===== src/rtl/id_stage_if.sv =====
`default_nettype none
// =============================================================================
// Module   : id_stage_if
// Brief    : IF/ID-side, regfile, forwarding and EX-side signals of id_stage.
// Revision : 1.0
// =============================================================================
interface id_stage_if #(
   parameter int XLEN  = 32,
   parameter int RA_W  = 5,
   parameter int CNT_W = 16
) ();
   logic              in_valid;
   logic              in_ready;
   logic [31:0]       pc_i;
   logic [31:0]       inst_i;
   logic [RA_W-1:0]   reg1_addr_o;
   logic [RA_W-1:0]   reg2_addr_o;
   logic              reg1_read_o;
   logic              reg2_read_o;
   logic [XLEN-1:0]   reg1_data_i;
   logic [XLEN-1:0]   reg2_data_i;
   logic              ex_wreg_i;
   logic [RA_W-1:0]   ex_waddr_i;
   logic [XLEN-1:0]   ex_wdata_i;
   logic              ex_is_load_i;
   logic              mem_wreg_i;
   logic [RA_W-1:0]   mem_waddr_i;
   logic [XLEN-1:0]   mem_wdata_i;
   logic              flush_i;
   logic              out_valid;
   logic              out_ready;
   logic [2:0]        alusel_o;
   logic [7:0]        aluop_o;
   logic [XLEN-1:0]   reg1_data_o;
   logic [XLEN-1:0]   reg2_data_o;
   logic [RA_W-1:0]   waddr_o;
   logic              wreg_o;
   logic [31:0]       pc_o;
   logic              inst_invalid_o;
   logic [CNT_W-1:0]  stall_cnt_o;

   modport slave (
      input  in_valid, pc_i, inst_i, reg1_data_i, reg2_data_i,
             ex_wreg_i, ex_waddr_i, ex_wdata_i, ex_is_load_i,
             mem_wreg_i, mem_waddr_i, mem_wdata_i, flush_i, out_ready,
      output in_ready, reg1_addr_o, reg2_addr_o, reg1_read_o, reg2_read_o,
             out_valid, alusel_o, aluop_o, reg1_data_o, reg2_data_o,
             waddr_o, wreg_o, pc_o, inst_invalid_o, stall_cnt_o
   );

   modport master (
      output in_valid, pc_i, inst_i, reg1_data_i, reg2_data_i,
             ex_wreg_i, ex_waddr_i, ex_wdata_i, ex_is_load_i,
             mem_wreg_i, mem_waddr_i, mem_wdata_i, flush_i, out_ready,
      input  in_ready, reg1_addr_o, reg2_addr_o, reg1_read_o, reg2_read_o,
             out_valid, alusel_o, aluop_o, reg1_data_o, reg2_data_o,
             waddr_o, wreg_o, pc_o, inst_invalid_o, stall_cnt_o
   );
endinterface
`default_nettype wire


===== src/rtl/id_stage.sv =====
`default_nettype none
// =============================================================================
// Module   : id_stage
// Brief    : Logic-subset decoder with ID/EX register, EX/MEM forwarding,
//            load-use interlock and valid/ready handshakes.
// Revision : 1.0
// =============================================================================
module id_stage #(
   parameter int XLEN  = 32,
   parameter int RA_W  = 5,
   parameter int CNT_W = 16
) (
   input wire clk,
   input wire rst,
   id_stage_if.slave io
);
   localparam logic [5:0] c_OP_SPECIAL = 6'b000000;
   localparam logic [5:0] c_OP_ANDI    = 6'b001100;
   localparam logic [5:0] c_OP_ORI     = 6'b001101;
   localparam logic [5:0] c_OP_XORI    = 6'b001110;
   localparam logic [5:0] c_OP_LUI     = 6'b001111;
   localparam logic [5:0] c_FN_AND     = 6'b100100;
   localparam logic [5:0] c_FN_OR      = 6'b100101;
   localparam logic [5:0] c_FN_XOR     = 6'b100110;
   localparam logic [5:0] c_FN_NOR     = 6'b100111;
   localparam logic [2:0] c_SEL_NOP    = 3'b000;
   localparam logic [2:0] c_SEL_LOGIC  = 3'b001;
   localparam logic [7:0] c_ALU_NOP    = 8'b00000000;
   localparam logic [7:0] c_ALU_AND    = 8'b00100100;
   localparam logic [7:0] c_ALU_OR     = 8'b00100101;
   localparam logic [7:0] c_ALU_XOR    = 8'b00100110;
   localparam logic [7:0] c_ALU_NOR    = 8'b00100111;

   logic [5:0]       w_opcode, w_funct;
   logic [RA_W-1:0]  w_rs, w_rt, w_rd;
   logic [15:0]      w_imm16;
   logic [XLEN-1:0]  w_imm;
   logic [2:0]       w_alusel;
   logic [7:0]       w_aluop;
   logic [RA_W-1:0]  w_waddr;
   logic             w_wreg, w_re1, w_re2, w_invalid;
   logic [XLEN-1:0]  w_op1, w_op2;
   logic             w_hazard, w_load_en;

   logic             r_out_valid;
   logic [2:0]       r_alusel;
   logic [7:0]       r_aluop;
   logic [XLEN-1:0]  r_reg1, r_reg2;
   logic [RA_W-1:0]  r_waddr;
   logic             r_wreg, r_invalid;
   logic [31:0]      r_pc;
   logic [CNT_W-1:0] r_stall_cnt;

   assign w_opcode = io.inst_i[31:26];
   assign w_rs     = RA_W'(io.inst_i[25:21]);
   assign w_rt     = RA_W'(io.inst_i[20:16]);
   assign w_rd     = RA_W'(io.inst_i[15:11]);
   assign w_funct  = io.inst_i[5:0];
   assign w_imm16  = io.inst_i[15:0];

   always_comb begin
      w_alusel  = c_SEL_NOP;
      w_aluop   = c_ALU_NOP;
      w_waddr   = '0;
      w_wreg    = 1'b0;
      w_re1     = 1'b0;
      w_re2     = 1'b0;
      w_imm     = XLEN'(w_imm16);
      w_invalid = 1'b1;
      case (w_opcode)
         c_OP_ORI, c_OP_ANDI, c_OP_XORI, c_OP_LUI: begin
            w_alusel  = c_SEL_LOGIC;
            w_waddr   = w_rt;
            w_wreg    = 1'b1;
            w_re1     = 1'b1;
            w_invalid = 1'b0;
            case (w_opcode)
               c_OP_ANDI: w_aluop = c_ALU_AND;
               c_OP_XORI: w_aluop = c_ALU_XOR;
               default:   w_aluop = c_ALU_OR;
            endcase
            if (w_opcode == c_OP_LUI)
               w_imm = XLEN'({w_imm16, 16'h0000});
         end
         c_OP_SPECIAL: begin
            if (w_funct == c_FN_AND || w_funct == c_FN_OR ||
                w_funct == c_FN_XOR || w_funct == c_FN_NOR) begin
               w_alusel  = c_SEL_LOGIC;
               w_waddr   = w_rd;
               w_wreg    = 1'b1;
               w_re1     = 1'b1;
               w_re2     = 1'b1;
               w_invalid = 1'b0;
               case (w_funct)
                  c_FN_AND: w_aluop = c_ALU_AND;
                  c_FN_OR:  w_aluop = c_ALU_OR;
                  c_FN_XOR: w_aluop = c_ALU_XOR;
                  default:  w_aluop = c_ALU_NOR;
               endcase
            end
         end
         default: ;
      endcase
   end

   // r0 is hardwired, so it is never a forwarding target
   function automatic logic [XLEN-1:0] f_operand(
      input logic            re,
      input logic [RA_W-1:0] addr,
      input logic [XLEN-1:0] rf,
      input logic [XLEN-1:0] imm,
      input logic            exw,
      input logic [RA_W-1:0] exa,
      input logic [XLEN-1:0] exd,
      input logic            memw,
      input logic [RA_W-1:0] mema,
      input logic [XLEN-1:0] memd
   );
      if (!re)                          return imm;
      else if (addr == '0)              return '0;
      else if (exw && (exa == addr))    return exd;
      else if (memw && (mema == addr))  return memd;
      else                              return rf;
   endfunction

   assign w_op1 = f_operand(w_re1, w_rs, io.reg1_data_i, w_imm,
                            io.ex_wreg_i, io.ex_waddr_i, io.ex_wdata_i,
                            io.mem_wreg_i, io.mem_waddr_i, io.mem_wdata_i);
   assign w_op2 = f_operand(w_re2, w_rt, io.reg2_data_i, w_imm,
                            io.ex_wreg_i, io.ex_waddr_i, io.ex_wdata_i,
                            io.mem_wreg_i, io.mem_waddr_i, io.mem_wdata_i);

   assign w_hazard  = io.in_valid & io.ex_is_load_i & io.ex_wreg_i &
                      (io.ex_waddr_i != '0) &
                      ((w_re1 & (w_rs == io.ex_waddr_i)) |
                       (w_re2 & (w_rt == io.ex_waddr_i)));
   assign w_load_en = io.out_ready | ~r_out_valid;

   assign io.in_ready    = ~rst & (io.flush_i | (w_load_en & ~w_hazard));
   assign io.reg1_addr_o = w_rs;
   assign io.reg2_addr_o = w_rt;
   assign io.reg1_read_o = w_re1;
   assign io.reg2_read_o = w_re2;

   always_ff @(posedge clk) begin
      if (rst) begin
         r_out_valid <= 1'b0;
         r_alusel    <= '0;
         r_aluop     <= '0;
         r_reg1      <= '0;
         r_reg2      <= '0;
         r_waddr     <= '0;
         r_wreg      <= 1'b0;
         r_invalid   <= 1'b0;
         r_pc        <= '0;
         r_stall_cnt <= '0;
      end else if (io.flush_i) begin
         r_out_valid <= 1'b0;
      end else if (w_load_en && w_hazard) begin
         r_out_valid <= 1'b0;
         if (r_stall_cnt != '1)
            r_stall_cnt <= r_stall_cnt + CNT_W'(1);
      end else if (w_load_en) begin
         r_out_valid <= io.in_valid;
         if (io.in_valid) begin
            r_alusel  <= w_alusel;
            r_aluop   <= w_aluop;
            r_reg1    <= w_op1;
            r_reg2    <= w_op2;
            r_waddr   <= w_waddr;
            r_wreg    <= w_wreg;
            r_invalid <= w_invalid;
            r_pc      <= io.pc_i;
         end
      end
   end

   assign io.out_valid      = r_out_valid;
   assign io.alusel_o       = r_alusel;
   assign io.aluop_o        = r_aluop;
   assign io.reg1_data_o    = r_reg1;
   assign io.reg2_data_o    = r_reg2;
   assign io.waddr_o        = r_waddr;
   assign io.wreg_o         = r_wreg;
   assign io.pc_o           = r_pc;
   assign io.inst_invalid_o = r_invalid;
   assign io.stall_cnt_o    = r_stall_cnt;
endmodule
`default_nettype wire

===== src/flat_wrapper.sv =====
// flat-port wrapper written by rule: the top's interface ports become plain ports
module id_stage_flat 
#(
   parameter int XLEN  = 32,
   parameter int RA_W  = 5,
   parameter int CNT_W = 16
)
  (clk, rst, io_in_valid, io_pc_i, io_inst_i, io_reg1_data_i, io_reg2_data_i, io_ex_wreg_i, io_ex_waddr_i, io_ex_wdata_i, io_ex_is_load_i, io_mem_wreg_i, io_mem_waddr_i, io_mem_wdata_i, io_flush_i, io_out_ready, io_in_ready, io_reg1_addr_o, io_reg2_addr_o, io_reg1_read_o, io_reg2_read_o, io_out_valid, io_alusel_o, io_aluop_o, io_reg1_data_o, io_reg2_data_o, io_waddr_o, io_wreg_o, io_pc_o, io_inst_invalid_o, io_stall_cnt_o);
  id_stage_if #(.XLEN(XLEN), .RA_W(RA_W), .CNT_W(CNT_W)) io_i ();
  input wire clk;
  input wire rst;
  input wire logic [$bits(io_i.in_valid)-1:0] io_in_valid;
  input wire logic [$bits(io_i.pc_i)-1:0] io_pc_i;
  input wire logic [$bits(io_i.inst_i)-1:0] io_inst_i;
  input wire logic [$bits(io_i.reg1_data_i)-1:0] io_reg1_data_i;
  input wire logic [$bits(io_i.reg2_data_i)-1:0] io_reg2_data_i;
  input wire logic [$bits(io_i.ex_wreg_i)-1:0] io_ex_wreg_i;
  input wire logic [$bits(io_i.ex_waddr_i)-1:0] io_ex_waddr_i;
  input wire logic [$bits(io_i.ex_wdata_i)-1:0] io_ex_wdata_i;
  input wire logic [$bits(io_i.ex_is_load_i)-1:0] io_ex_is_load_i;
  input wire logic [$bits(io_i.mem_wreg_i)-1:0] io_mem_wreg_i;
  input wire logic [$bits(io_i.mem_waddr_i)-1:0] io_mem_waddr_i;
  input wire logic [$bits(io_i.mem_wdata_i)-1:0] io_mem_wdata_i;
  input wire logic [$bits(io_i.flush_i)-1:0] io_flush_i;
  input wire logic [$bits(io_i.out_ready)-1:0] io_out_ready;
  output wire logic [$bits(io_i.in_ready)-1:0] io_in_ready;
  output wire logic [$bits(io_i.reg1_addr_o)-1:0] io_reg1_addr_o;
  output wire logic [$bits(io_i.reg2_addr_o)-1:0] io_reg2_addr_o;
  output wire logic [$bits(io_i.reg1_read_o)-1:0] io_reg1_read_o;
  output wire logic [$bits(io_i.reg2_read_o)-1:0] io_reg2_read_o;
  output wire logic [$bits(io_i.out_valid)-1:0] io_out_valid;
  output wire logic [$bits(io_i.alusel_o)-1:0] io_alusel_o;
  output wire logic [$bits(io_i.aluop_o)-1:0] io_aluop_o;
  output wire logic [$bits(io_i.reg1_data_o)-1:0] io_reg1_data_o;
  output wire logic [$bits(io_i.reg2_data_o)-1:0] io_reg2_data_o;
  output wire logic [$bits(io_i.waddr_o)-1:0] io_waddr_o;
  output wire logic [$bits(io_i.wreg_o)-1:0] io_wreg_o;
  output wire logic [$bits(io_i.pc_o)-1:0] io_pc_o;
  output wire logic [$bits(io_i.inst_invalid_o)-1:0] io_inst_invalid_o;
  output wire logic [$bits(io_i.stall_cnt_o)-1:0] io_stall_cnt_o;
  assign io_i.in_valid = io_in_valid;
  assign io_i.pc_i = io_pc_i;
  assign io_i.inst_i = io_inst_i;
  assign io_i.reg1_data_i = io_reg1_data_i;
  assign io_i.reg2_data_i = io_reg2_data_i;
  assign io_i.ex_wreg_i = io_ex_wreg_i;
  assign io_i.ex_waddr_i = io_ex_waddr_i;
  assign io_i.ex_wdata_i = io_ex_wdata_i;
  assign io_i.ex_is_load_i = io_ex_is_load_i;
  assign io_i.mem_wreg_i = io_mem_wreg_i;
  assign io_i.mem_waddr_i = io_mem_waddr_i;
  assign io_i.mem_wdata_i = io_mem_wdata_i;
  assign io_i.flush_i = io_flush_i;
  assign io_i.out_ready = io_out_ready;
  assign io_in_ready = io_i.in_ready;
  assign io_reg1_addr_o = io_i.reg1_addr_o;
  assign io_reg2_addr_o = io_i.reg2_addr_o;
  assign io_reg1_read_o = io_i.reg1_read_o;
  assign io_reg2_read_o = io_i.reg2_read_o;
  assign io_out_valid = io_i.out_valid;
  assign io_alusel_o = io_i.alusel_o;
  assign io_aluop_o = io_i.aluop_o;
  assign io_reg1_data_o = io_i.reg1_data_o;
  assign io_reg2_data_o = io_i.reg2_data_o;
  assign io_waddr_o = io_i.waddr_o;
  assign io_wreg_o = io_i.wreg_o;
  assign io_pc_o = io_i.pc_o;
  assign io_inst_invalid_o = io_i.inst_invalid_o;
  assign io_stall_cnt_o = io_i.stall_cnt_o;
  id_stage #(.XLEN(XLEN), .RA_W(RA_W), .CNT_W(CNT_W)) u_core (.clk(clk), .rst(rst), .io(io_i));
endmodule

===== config.mk =====
export PLATFORM = sky130hd
export DESIGN_NAME = id_stage_flat
export DESIGN_NICKNAME = d
export VERILOG_FILES = /design/src/rtl/id_stage_if.sv /design/src/rtl/id_stage.sv /design/src/flat_wrapper.sv
export SDC_FILE = /design/constraint.sdc
export NUM_CORES = 1
export LEC_CHECK = 0
export BUFFER_PORTS_ARGS = -buffer_cell sky130_fd_sc_hd__buf_4
export CAP_MARGIN = 20
export CORE_AREA = 4 4 136 138
export CTS_CLUSTER_DIAMETER = 40
export DETAILED_ROUTE_END_ITERATION = 6
export DIE_AREA = 0 0 140 142
export PLACE_DENSITY_LB_ADDON = 0.12
export SYNTH_ARGS = -nofsm -noshare
export SYNTH_HDL_FRONTEND = slang
export SYNTH_SLANG_ARGS = --single-unit

===== constraint.sdc =====
create_clock -name clk -period 5.1 [get_ports clk]
set_input_delay 0 -clock clk [delete_from_list [all_inputs] [get_ports clk]]
set_output_delay 0 -clock clk [all_outputs]
set_load 0.05 [all_outputs]

==> flow_metrics.env, run 1 <==
export IMPL_clock_sinks=122
export IMPL_ir_worst_vdd_mv=0.2521
export IMPL_numPortBuffers=347
export IMPL_synth_area_leaders="dfxtp_1 (36%), mux2i_1 (9.2%), a21oi_1 (6.4%), nand2_1 (4.8%), o21ai_0 (4.5%)"
export IMPL_grt_overflow=0
export IMPL_cts_tree="built"
export IMPL_post_cts_setup_buffers=0
export IMPL_setup_viol=0
export IMPL_cp_data_required_time_ns=5.40
export IMPL_grt_antenna_before_repair=0
export IMPL_yosys_warnings=0
export IMPL_worst_slew_pin_slew_ns=1.058
export IMPL_rrSetupSlack_ns=2.37
export IMPL_ant_nets=0
export IMPL_slew_violations=0
export IMPL_grt_pass1_vias=7910
export IMPL_std_cell_rows=48
export IMPL_firstDrtPassIters=5
export IMPL_die_h_um=142
export IMPL_dieArea_sq_um=19880
export IMPL_leakagePower_nw=4.511
export IMPL_crit_path_end="u_core.io.reg1_data_o[9]$_SDFFE_PP0P_"
export IMPL_cp_end_kind="register"
export IMPL_root_buffer="clkbuf_16"
export IMPL_dp_hpwl_mm=19.88
export IMPL_htree_levels=4
export IMPL_yosys_area_top_type="dfxtp_1"
export IMPL_rsz0062_at_grt="no"
export IMPL_die_w_um=140
export IMPL_p_seq_share_pct=36.1
export IMPL_r2r_cells=7
export IMPL_syn_cell_area_sq_um=6845
export IMPL_wirelength_mm=28.27
export IMPL_numCtsBuffers=17
export IMPL_slew_headroom_pct=29.47
export IMPL_hold_viol=0
export IMPL_syn_to_final_growth_pct=59.51
export IMPL_power_density_nw_per_um2=256.9
export IMPL_cpPeakStageDelay_ns=0.60
export IMPL_min_path_type="input pin to register"
export IMPL_p_sw_mw=0.8622
export IMPL_yosys_top_cells_count="dfxtp_1 (122), a21oi_1 (88), nand2_1 (88)"
export IMPL_cp_arrival_ns=3.49
export IMPL_layout_drive_gt1_share_pct=34.34
export IMPL_status="finished clean"
export IMPL_synth_seq_area_share_pct=35.68
export IMPL_r2r_end="u_core.io.reg1_data_o[9]$_SDFFE_PP0P_"
export IMPL_start_util_pct=39.85
export IMPL_cp_max_fo=26
export IMPL_worst_setup_path_type="input pin to register"
export IMPL_fin_skew_ns=0.006410
export IMPL_maxCapViolations=0
export IMPL_synth_edff_count=0
export IMPL_clockBufferDepth=2
export IMPL_drt_iter0_markers=443
export IMPL_critical_path_slowest_cell="dlygate4sd3_1"
export IMPL_via_count=7920
export IMPL_tns_ns=0
export IMPL_wl_per_cell_um=19.55
export IMPL_p_sw_share_pct=30.74
export IMPL_grt_pass1_wl_mm=42.79
export IMPL_synth_ff_latch_count=122
export IMPL_ys_types=54
export IMPL_yosysTopAreaCellShare_pct=35.68
export IMPL_fin_crit_ns=3.189
export IMPL_n_fill_cell=1542
export IMPL_syn_instance_count=831
export IMPL_internal_power_mw=1.943
export IMPL_grt_usage_pct=26.97
export IMPL_gp_congestion=0.8500
export IMPL_period_share_pct=62.52
export IMPL_place_area_sq_um=9412
export IMPL_clk_latency_ns=0.42
export IMPL_dp_cells=1322
export IMPL_async_flop_share_pct=0
export IMPL_drc_errors=0
export IMPL_layoutNonFillerInstCount=1446
export IMPL_viasPerCell=5.477
export IMPL_nNetsFinal=1418
export IMPL_yosysMostFrequentCell="dfxtp_1"
export IMPL_syn_area_per_cell_sq_um=8.237
export IMPL_clk_pin_slew_ns=0.06
export IMPL_timing_fmax_ghz=0.3136
export IMPL_crit_chain="dlygate4sd3_1 > buf_4 > nor4_1 > nand3_1 > inv_1 > o21a_1 > o211ai_1 > buf_4 > nand2_1 > o221ai_1 > dlygate4sd3_1"
export IMPL_grt_max_degree=93
export IMPL_p_clk_share_pct=41.5
export IMPL_r2r_start="u_core.io.out_valid$_SDFFE_PP0N_"
export IMPL_power_frac_comb_pct=22.4
export IMPL_final_cell_area_sq_um=10920
export IMPL_synthFlopType="dfxtp_1"
export IMPL_worst_setup_path_start_kind="input pin"
export IMPL_coreArea_sq_um=17180
export IMPL_startpoint="io_inst_i[3]"
export IMPL_io_pins=354
==> layer usage <==
metal	vias to the layer above	GRT usage [%]	wire length [um]
met5	-	0	0
met2	330	46.95	14110
met3	54	6.687	2104
li1	3809	-	-
met4	0	11.27	929
met1	3727	31.87	11130
==> worst min-delay path by stage <==
stage,start,to,slack [ns],cells past startpoint
after detailed placement,io_flush_i,u_core.io.out_valid$_SDFFE_PP0N_,0.19,2
after CTS,io_reg1_data_i[20],u_core.io.reg1_data_o[20]$_SDFFE_PP0P_,0.0002,4
final,io_reg1_data_i[20],u_core.io.reg1_data_o[20]$_SDFFE_PP0P_,0.005,4
after global routing,io_ex_wdata_i[2],u_core.io.reg2_data_o[2]$_SDFFE_PP0P_,0.03,4
after floorplan,io_flush_i,u_core.io.out_valid$_SDFFE_PP0N_,0.08,1
after global placement,io_flush_i,u_core.io.out_valid$_SDFFE_PP0N_,0.19,2
==> power by group through the flow <==
| stage | clock network, mW | logic [mW] | registers (mW) |
|---|---|---|---|
| after global placement | 0 | 0.565 | 1.03 |
| after CTS | 1.18 | 0.626 | 1.01 |
| final | 1.16 | 0.630 | 1.01 |
| after global routing | 1.21 | 0.667 | 1.02 |
| after floorplan | 0 | 0.188 | 1.16 |
| after detailed placement | 0 | 0.569 | 1.03 |
==> registers in the layout, summed over array words and instances, names as in the netlist <==
register and flops:
u_core.io.stall_cnt_o 16, u_core.io.reg1_data_o 32, u_core.io.pc_o 32, u_core.io.aluop_o 3
u_core.io.out_valid 1, u_core.io.waddr_o 5, u_core.io.reg2_data_o 32, u_core.io.inst_invalid_o 1
==> what timing repair did <==
item                      4_1_cts  5_1_grt
resized for setup               0        0
hold endpoints to repair       97        0
hold buffers                   89        0
==> stage by stage <==
step	total power [mW]	worst slack (ns)	hold WS [ns]	util [%]
4_1_cts	2.814	1.391	0.0002197	63.28
6_report	2.805	1.911	0.004955	63.57
2_1_floorplan	1.346	2.890	0.07931	-
5_1_grt	2.891	1.699	0.02581	63.56
3_3_place_gp	1.596	2.034	0.1866	54.73
3_5_place_dp	1.601	2.040	0.1920	54.79
==> cell families (layout without fill, tap and decap cells) <==
kind of cell    after synthesis  in the layout  share of synthesized area (%)
fa+ha+maj                     1              1                         0.1828
other cells                   1              7                        0.05478
xor+xnor                     20             20                          2.559
flops                       122            122                          35.68
buf+inv                     102            486                          6.909
compound gates              277            277                          26.83
simple gates                228            228                          15.77
mux                          80             80                          12.01
==> layout by cell type, fill, tap and decap left out, types with 5 or more instances in the layout <==
cell type	n
o31ai_1	10
dfxtp_1	122
xor2_1	8
or3_1	5
a311oi_1	32
a21oi_1	88
nand3_1	47
conb_1	6
o221ai_1	15
nor2_1	40
buf_4	356
or4_1	11
inv_1	5
mux2_2	17
a211o_1	33
xnor2_1	12
dlygate4sd3_1	89
mux2i_1	63
o21ai_0	62
clkbuf_16	17
a22o_1	22
nand2_1	88
inv_6	5
==> area by class of cell <==
| class | count | area (sq um) | area share (%) |
|---|---|---|---|
| multi-input combinational | 612 | 3981 | 36.46 |
| timing repair buffer | 448 | 3622 | 33.17 |
| sequential | 122 | 2442 | 22.37 |
| clock buffer | 17 | 425.4 | 3.896 |
| tap | 225 | 281.5 | 2.578 |
| clock inverter | 15 | 141.4 | 1.295 |
| inverter | 6 | 22.52 | 0.2063 |
| antenna | 1 | 2.502 | 0.02292 |
==> worst max-delay path, delay by kind of cell <==
kind	cells	cell delay (ns)
buf+inv	5	1.95
simple gates	3	0.99
compound gates	3	0.54
Note: power is estimated with default switching activity, not from simulation.
==> run 2: changes to the inputs <==
ABC_AREA = 1   (was not set)
CORE_AREA = not set   (was 4 4 136 138)
CORE_ASPECT_RATIO = 0.9   (was not set)
CORE_MARGIN = 4   (was not set)
CORE_UTILIZATION = 44   (was not set)
DIE_AREA = not set   (was 0 0 140 142)
clock period = 2.7 ns   (was 5.1 ns; I/O delays follow)
==> flow_metrics.env, run 2 <==
export IMPL_status="finished clean"
export IMPL_syn_cell_area_sq_um=8123
export IMPL_firstDrtPassIters=6
export IMPL_yosys_top_cells_count="nand2_1 (473), nor2_1 (181), inv_1 (161)"
export IMPL_grt_pass1_wl_mm=49.59
export IMPL_final_cell_area_sq_um=11850
export IMPL_yosys_area_top_type="dfxtp_1"
export IMPL_slew_violations=0
export IMPL_clock_sinks=122
export IMPL_io_pins=354
export IMPL_min_path_type="input pin to register"
export IMPL_diodes=0
export IMPL_mostFrequentLayoutCells="nand2_1 (472), buf_4 (366), nor2_1 (180)"
export IMPL_via_count=10180
export IMPL_synth_edff_count=0
export IMPL_tns_ns=0
export IMPL_worst_slew_pin_slew_ns=0.8013
export IMPL_cp_arrival_ns=2.64
export IMPL_cp_max_fo=60
export IMPL_synth_area_leaders="dfxtp_1 (30%), nand2_1 (22%), nor2_1 (8.4%), inv_1 (7.4%), nand3_1 (6.5%)"
export IMPL_place_area_sq_um=10700
export IMPL_yosys_warnings=0
export IMPL_die_h_um=136.9
export IMPL_dieArea_sq_um=20700
export IMPL_rsz0062_at_grt="no"
export IMPL_coreArea_sq_um=17900
export IMPL_grt_pass1_vias=9369
export IMPL_p_total_mw=5.694
export IMPL_worst_setup_path_type="input pin to register"
export IMPL_die_w_um=151.2
export IMPL_start_util_pct=45.38
export IMPL_hold_viol=0
export IMPL_slew_headroom_pct=46.52
export IMPL_syn_to_final_growth_pct=45.83
export IMPL_fin_crit_ns=2.334
export IMPL_std_cell_rows=46
export IMPL_nNetsFinal=1954
export IMPL_maxCapViolations=0
export IMPL_multi_input_area_sq_um=4494
export IMPL_grt_usage_pct=30.81
export IMPL_numPortBuffers=347
export IMPL_cts_resized=0
export IMPL_syn_instance_count=1396
export IMPL_wl_per_cell_um=16.62
export IMPL_grt_antenna_before_repair=0
export IMPL_yosysMostFrequentCell="nand2_1"
export IMPL_clockBufferDepth=2
export IMPL_clk_latency_ns=0.42
export IMPL_syn_area_per_cell_sq_um=5.819
export IMPL_cp_end_kind="register"
export IMPL_power_density_nw_per_um2=480.7
export IMPL_post_cts_setup_buffers=0
export IMPL_fin_skew_ns=0.004766
export IMPL_viasPerCell=5.102
export IMPL_cts_tree="built"
export IMPL_layout_drive_gt1_share_pct=25.06
export IMPL_dp_hpwl_mm=24.54
export IMPL_fin_util_pct=66.18
export IMPL_yosysTopAreaCellShare_pct=30.07
export IMPL_htree_levels=4
export IMPL_leakagePower_nw=6.291
export IMPL_root_buffer="clkbuf_16"
export IMPL_grt_max_degree=65
export IMPL_timing_fmax_ghz=0.4284
export IMPL_register_area_sq_um=2442
export IMPL_synth_seq_area_share_pct=30.07
export IMPL_synth_ff_latch_count=122
export IMPL_synthFlopType="dfxtp_1"
export IMPL_period_share_pct=86.46
export IMPL_numCtsBuffers=17
export IMPL_clk_pin_slew_ns=0.06
export IMPL_async_flop_share_pct=0
export IMPL_ant_nets=0
export IMPL_drc_errors=0
export IMPL_wirelength_mm=33.17
export IMPL_cp_data_required_time_ns=3.01
export IMPL_gp_congestion=0.9824
export IMPL_ys_types=34
export IMPL_ir_worst_vdd_mv=0.4324
export IMPL_worst_setup_path_start_kind="input pin"
export IMPL_n_fill_cell=1710
export IMPL_drt_iter0_markers=970
export IMPL_grt_overflow=0
export IMPL_layout_commonest_cell="nand2_1"
export IMPL_setup_viol=0
==> run 2: timing repair <==
item,CTS,global route
hold buffers,55,0
endpoints found under the hold margin,71,0
setup endpoints to repair,0,0
==> run 2: cell type report <==
class / instances / share of cell area (%)
sequential: 122 / 20.62
clock buffer: 18 / 3.623
multi-input combinational: 1009 / 37.94
inverter: 168 / 5.366
timing repair buffer: 425 / 28.52
clock inverter: 14 / 1.394
tap: 240 / 2.535
==> run 2: kinds of logic after synthesis <==
family / synth area share, %
DFF: 30.07
other: 0.04617
and+or+nand+nor: 43.81
AOI/OAI and AO/OA: 8.950
buffers and inverters: 15.03
xor gates and xnor gates: 1.941
adders and majority gates: 0.1540
==> run 2: worst paths after layout <==
check	startpoint	cells past startpoint	slack, ns	end
worst max-delay path	io_inst_i[3]	13	0.37	u_core.io.reg2_data_o[22]$_SDFFE_PP0P_
worst min-delay path	io_reg2_data_i[5]	7	0.009	u_core.io.reg2_data_o[5]$_SDFFE_PP0P_
worst max register to register	u_core.io.stall_cnt_o[0]$_SDFFE_PP0P_	10	0.64	u_core.io.stall_cnt_o[5]$_SDFFE_PP0P_
worst min register to register	u_core.io.waddr_o[3]$_SDFFE_PP0P_	2	0.46	u_core.io.waddr_o[3]$_SDFFE_PP0P_
==> run 2: where the power goes <==
part | internal (mW) | leakage [nW] | switching (mW)
clock | 1.38 | 0.289 | 0.920
sequential | 1.89 | 0.998 | 0.0496
combinational | 0.550 | 5.00 | 0.901
==> run 2: worst max-delay path: stages <==
cell,delay [ns]
dlygate4sd3_1,0.55
buf_4,0.16
nor2_2,0.11
nand3_2,0.11
nor2_4,0.33
nor2_4,0.17
nor2_1,0.21
nand2_2,0.10
nand3_4,0.32
buf_12,0.32
nand2_1,0.08
nand2_1,0.06
nor2_1,0.05
==> run 2: metal layers <==
layer	global-route usage [%]	wire, um	vias to the layer above	part of all wire, %
met5	0	0	-	0
met4	9.567	917	0	2.8
met3	8.278	3462	72	10
met2	48.21	15070	548	45
met1	41.45	13720	4547	41
li1	-	-	5016	-
==> run 2: per-stage QoR <==
step / hold WS, ns / setup WS (ns) / instances
3_3_place_gp: 0.2511 / 0.5833 / 1909
6_report: 0.008513 / 0.3657 / 1996
2_1_floorplan: 0.1438 / 0.6104 / 1401
3_5_place_dp: 0.2636 / 0.5113 / 1909
5_1_grt: 0.04046 / 0.1939 / 1996
4_1_cts: 0.001438 / 0.3956 / 1996
